==> src/rtl/word_serializer_16.sv <==
// word_serializer_16: captures a parallel word and streams it out bit-serially over a VALID/SREADY handshake
module word_serializer_16 #(
  parameter int WIDTH     = 16,
  parameter bit LSB_FIRST = 1
) (
  input  logic             CLK,
  input  logic             RST,
  input  logic [WIDTH-1:0] D,
  input  logic             LOAD,
  output logic             READY,
  output logic             SOUT,
  output logic             VALID,
  input  logic             SREADY,
  output logic             DONE
);
  localparam int CW = $clog2(WIDTH);
  typedef enum logic [1:0] {S_IDLE, S_SHIFT, S_FINISH} state_t;
  state_t           r_state, w_next;
  logic [WIDTH-1:0] r_shift, w_shifted;
  logic [CW-1:0]    r_cnt;
  logic             w_xfer, w_last;
  // next state, transfer strobe and shifted word
  always_comb begin
    w_xfer    = (r_state == S_SHIFT) && SREADY;
    w_last    = r_cnt == CW'(WIDTH - 1);
    w_shifted = LSB_FIRST ? r_shift >> 1 : r_shift << 1;
    w_next    = r_state == S_IDLE  ? (LOAD ? S_SHIFT : S_IDLE) :
                r_state == S_SHIFT ? (w_xfer && w_last ? S_FINISH : S_SHIFT) : S_IDLE;
  end
  // state register
  always_ff @(posedge CLK or posedge RST)
    if (RST) r_state <= S_IDLE;
    else     r_state <= w_next;
  // shift register and bit counter; counter holds on the last bit so it never wraps
  always_ff @(posedge CLK or posedge RST)
    if (RST) begin
      r_shift <= '0;
      r_cnt   <= '0;
    end else if (r_state == S_IDLE && LOAD) begin
      r_shift <= D;
      r_cnt   <= '0;
    end else if (w_xfer) begin
      r_shift <= w_shifted;
      r_cnt   <= w_last ? r_cnt : r_cnt + CW'(1);
    end
  assign READY = r_state == S_IDLE;
  assign VALID = r_state == S_SHIFT;
  assign DONE  = r_state == S_FINISH;
  assign SOUT  = VALID && (LSB_FIRST ? r_shift[0] : r_shift[WIDTH-1]);
endmodule

==> config.mk <==
export PLATFORM = sky130hd
export DESIGN_NAME = word_serializer_16
export DESIGN_NICKNAME = d
export VERILOG_FILES = /design/src/rtl/word_serializer_16.sv
export SDC_FILE = /design/constraint.sdc
export NUM_CORES = 1
export LEC_CHECK = 0
export CAP_MARGIN = 20
export CORE_MARGIN = 5
export CORE_UTILIZATION = 50
export DETAILED_ROUTE_END_ITERATION = 10
export PLACE_DENSITY_LB_ADDON = 0.15
export SLEW_MARGIN = 20
export SYNTH_ARGS = -nofsm -noshare
export SYNTH_HDL_FRONTEND = slang
export SYNTH_SLANG_ARGS = --single-unit
==> constraint.sdc <==
create_clock -name CLK -period 2.2 [get_ports CLK]
set_input_delay 0.44 -clock CLK [delete_from_list [all_inputs] [get_ports CLK]]
set_output_delay 0.44 -clock CLK [all_outputs]
set_load 0.005 [all_outputs]
# Word-level counts from Yosys, hierarchy flattened
# Cells that the tools add are included.
# op_classes
n_addsub,1
eq_ne,4
muxes,9
reduce_logical,7
# op_table
cell,n
2-to-1 mux 16 bit,2
2-to-1 mux 4 bit,3
2-to-1 mux 2 bit,3
adder 4 x 1 -> 4 bit (second input constant),1
equality test 4 bit (second input constant),1
logical AND 1 bit,4
equality test 2 x 1 -> 1 bit (second input constant),1
equality test 2 bit (second input constant),1
zero test 2 bit,1
inequality test 2 x 1 -> 1 bit (second input constant),1
AND reduction 2 bit,1
nonzero test 2 bit,1
2-to-1 mux 1 bit,1
# word_totals
ff_bits,22
in_bits,20
out_inout_bits,4
elab_cells,24

# Logic depth before layout (Yosys ltp)
# Gate-level depths: netlist of run 1.
# logic_depth
word_depth,6
mapped_depth,5
mapped_depth_nobuf,4

# Worst setup path after synthesis of run 1
# OpenSTA, ideal clock, no wires.
# synth_timing
path_type,reg2reg
start,reg r_state[1]
end,reg r_shift[0]
setup_ns,0.125
t_arrival_ns,1.633
required_time_ns,2.075
slack_ns,0.442
stages_incl_launch_ff,6
path_buffers,2
synth_period_minus_slack_ns,1.758
cell_sequence,dfrtp_1 -> buf_6 -> nor3b_1 -> buf_2 -> mux2_2 -> mux2_2
# synth_via
elab_chain_len,3
word_cells_on_any_way,6
classes_between,1 x eq/ne; 1 x mux; 4 x reduce/logical
# synth_rtl
item,line_no,source
start: declaration,18,"state_t r_state, w_next;"
start signal: assignment,33,else r_state <= w_next;
equality test 2 x 1 -> 1 bit / zero test 2 bit (equally long branches),"24, 39",
logical AND 1 bit (on tied branches),"24, 39",
nonzero test 2 bit (no line) / 2-to-1 mux 16 bit (equally long branches),--,
end signal: assignment,43,r_shift <= w_shifted;
end: declaration,19,"logic [WIDTH-1:0] r_shift, w_shifted;"
# Parallel ways exist; a longest one is shown, timed or not.
# A chain may end at the register's enable or synchronous reset.

# Worst setup path after layout of run 1
# layout_timing
start,reg r_state[1]
end,out SOUT
# layout_via
elab_chain_len,2
# layout_rtl
item,line_no,source
equality test 2 x 1 -> 1 bit,47,assign VALID = r_state == S_SHIFT;
logical AND 1 bit,49,assign SOUT = VALID && (LSB_FIRST ? r_shift[0] : r_shift[WIDTH-1]);
end: declaration,11,"output logic SOUT,"
# No other way between the ends.

==> results.py, run 1 <==
metrics = {
    "clock_tree": {
        "clockBufferDepth": 2,
        "postCtsSetupBuffers": 0,
        "root_buffer": "clkbuf_4",
        "cts_num_sinks": 22,
        "hold_buffers": 0,
        "cts.clk_slew.worst_paths_ns": 0.13,
        "clkLatencyLatePin_ns": 0.31,
        "cts_tree": "done",
        "htree_levels": 1,
        "cts.repair.resized": 0,
        "cts_buffers": 3,
    },
    "yosys": {
        "syn_area_sq_mm": 0.00116,
        "ys_top_cells_by_count": "mux2_2 (23), dfrtp_1 (22), mux2_4 (7)",
        "synth.area.top_cells": "dfrtp_1 (47%), mux2_2 (22%), mux2_4 (9.0%)",
        "avgSynthCellArea_sq_um": 12.9,
        "ys.flop_type": "dfrtp_1",
        "synth_edf_count": 0,
        "syn_nets": 111,
        "yosys_register_bits": 22,
        "syn_inst": 90,
        "yosysUniqueCellTypes": 25,
        "synth.most_common_cell": "mux2_2",
        "synth_top_area_frac": 0.474,
        "seq_area_frac_synth": 0.474,
        "ys_warn_count": 0,
        "yosys.area.top_type": "dfrtp_1",
        "async_reset_ff_frac": 1.00,
    },
    "timing": {
        "fin_worst_skew_ns": 0.0122,
        "finalMaxSlewViolations": 0,
        "fmax_ghz": 0.478,
        "setup_viol": 0,
        "tns_ns": 0,
        "final-hold-violation-count": 0,
        "rsz0062_at_grt": "no",
        "hold_ws_ns": 0.435,
        "min_period_ns": 2.09,
        "post-route-period-util": 0.951,
        "tightest_slew_ns": 0.270,
        "max_slew_margin": 0.815,
    },
    "setup_path": {
        "r2r-start": "r_state[1]$_DFF_PP0_",
        "cp.arrival_ns": 1.65,
        "worstSetupEndpoint": "SOUT",
        "cp_max_fo": 10,
        "crit_buf_inv": 1,
        "critical_path.max_stage_delay_ns": 0.49,
        "cp_cell_sequence": "and2b_1, and2_1, clkdlybuf4s50_1",
        "crit_family": "buffers and inverters",
        "endpoint_kind": "primary output",
        "setup.worst_path.start": "r_state[1]$_DFF_PP0_",
        "worstSetupStartpointType": "register",
        "rr_worst_depth": 4,
        "rr_endpoint": "r_shift[2]$_DFFE_PP0P_",
        "cpMaxStageDelayCell": "clkdlybuf4s50_1",
        "required_ns": 1.76,
        "path_depth": 3,
        "r2r_slack_ns": 0.48,
        "timing.setup.critical_path_class": "register to primary output",
    },
    "detailed_routing": {
        "initialDrtViolationCount": 5,
        "dr.pass1.iters": 2,
        "drc": 0,
        "via_count": 764,
        "vias_per_cell": 5.27,
        "totalWireLength_um": 2150,
        "wire_per_inst_um": 14.8,
        "drt.antenna.violating_nets": 0,
    },
    "place": {
        "place_inst": 141,
        "dp_hpwl_um": 1670,
        "place_congestion": 0.710,
        "portBuffers": 23,
        "placed_cell_area_sq_mm": 0.00143,
    },
    "global_route": {
        "antenna_found_initial": 0,
        "groute.usage.overall": 0.144,
        "grt_start_max_net_pins": 23,
        "grt_pass1_wl_um": 3700,
        "gr-total-overflow": 0,
        "grt_pass1_vias": 852,
    },
    "floorplan": {
        "rows": 17,
        "start_util": 0.525,
        "die-area_sq_mm": 0.00339,
        "die_h_um": 58.2,
        "die_w_um": 58.2,
        "io_pins": 24,
        "coreArea_sq_mm": 0.00221,
    },
    "layout": {
        "nFillCells": 179,
        "nets": 139,
        "layout-drive-gt1-share": 0.359,
        "antennaDiodeCount": 0,
        "multi_input_area_sq_um": 568,
        "syn_to_final_growth_pct": 27.2,
        "final_area_sq_mm": 0.00148,
        "seq_area_sq_um": 552,
        "finalNonFillerCells": 145,
    },
    "power": {
        "finalPower_uw": 1720,
        "ir_drop_v": 0.000796,
        "power_density_mw_per_mm2": 1160,
        "p_leak_uw": 0.000689,
    },
    "run_status": {
        "status": "finished, final reports clean",
    },
    "worst_hold_path": {
        "hp-class": "input port to async pin",
    },
    "flow_run": {
        "cap_violations": 0,
    },
}
per-layer routing:
layer | vias to the layer above | routed length [um] | track usage
li1 | 374 | - | -
met1 | 371 | 837 | 0.144
met2 | 15 | 1190 | 0.282
met3 | 4 | 99 | 0.0356
met4 | 0 | 25 | 0.0497
met5 | - | 0 | 0
registers in the layout, summed over array words and instances, names as in the netlist:
signal	count
r_state	2
r_cnt	4
r_shift	16
kinds of logic (layout without fill, tap and decap cells):
kind of cell             Yosys count  count (layout)  share of synthesized area
adder cells (fa/ha/maj)            1               1                     0.0108
AND/OR/NAND/NOR                   21              21                      0.107
multiplexers                      33              33                      0.339
flip-flops                        22              22                      0.474
AO/OA/AOI/OAI                      7               7                     0.0323
buffers and inverters              6              33                     0.0377
cells in the final DEF (no fill, tap or decap), types with 2 or more instances in the layout:
cell / n
mux2_2: 23
clkdlybuf4s50_1: 23
dfrtp_1: 21
mux2_4: 7
buf_4: 5
nand3_1: 4
o21ai_0: 4
nand2_1: 3
mux2i_1: 3
clkbuf_4: 3
nor2_1: 2
and3_1: 2
a21oi_1: 2
nor3_1: 2
worst reg2reg max path: stages (launching register included):
cell	delay, ns
dfrtp_2	0.48
nor3b_1	0.30
buf_4	0.24
mux2_2	0.34
mux2_2	0.26
cell type report:
cell class / count / share of cell area
multi-input cells: 62 / 0.384
flip-flops and latches: 22 / 0.373
repair buffers: 28 / 0.181
well taps: 28 / 0.0237
clock inverters: 1 / 0.0203
clock buffers: 3 / 0.0152
inverters: 1 / 0.00254
how the worst min path moves through the flow:
stage                          from                      to  depth (start not counted)
6_report                        RST  r_shift[5]$_DFFE_PP0P_                          3
5_1_grt                         RST  r_shift[5]$_DFFE_PP0P_                          3
4_1_cts                         RST  r_shift[5]$_DFFE_PP0P_                          3
3_5_place_dp   r_cnt[3]$_DFFE_PP0P_    r_cnt[3]$_DFFE_PP0P_                          1
3_3_place_gp   r_cnt[3]$_DFFE_PP0P_    r_cnt[3]$_DFFE_PP0P_                          1
2_1_floorplan                   RST    r_cnt[0]$_DFFE_PP0P_                          1
power breakdown:
| part | switching [uW] | internal [uW] | total, uW |
|---|---|---|---|
| logic | 247 | 481 | 728 |
| clock network | 124 | 184 | 308 |
| registers | 113 | 572 | 685 |
metrics by stage:
stage,util,setup WS (ns)
2_1_floorplan,-,0.442
3_3_place_gp,0.644,0.0817
3_5_place_dp,0.644,0.0103
4_1_cts,0.668,0.0563
5_1_grt,0.669,0.00766
6_report,0.669,0.108
Power figures use the tool's default switching activity.
==> run 2, diff against run 1 <==
Settings changed: CAP_MARGIN 20 to unset.
==> results of run 2 <==
Same layout as run 1: the final DEF is identical, and so are final timing and power.
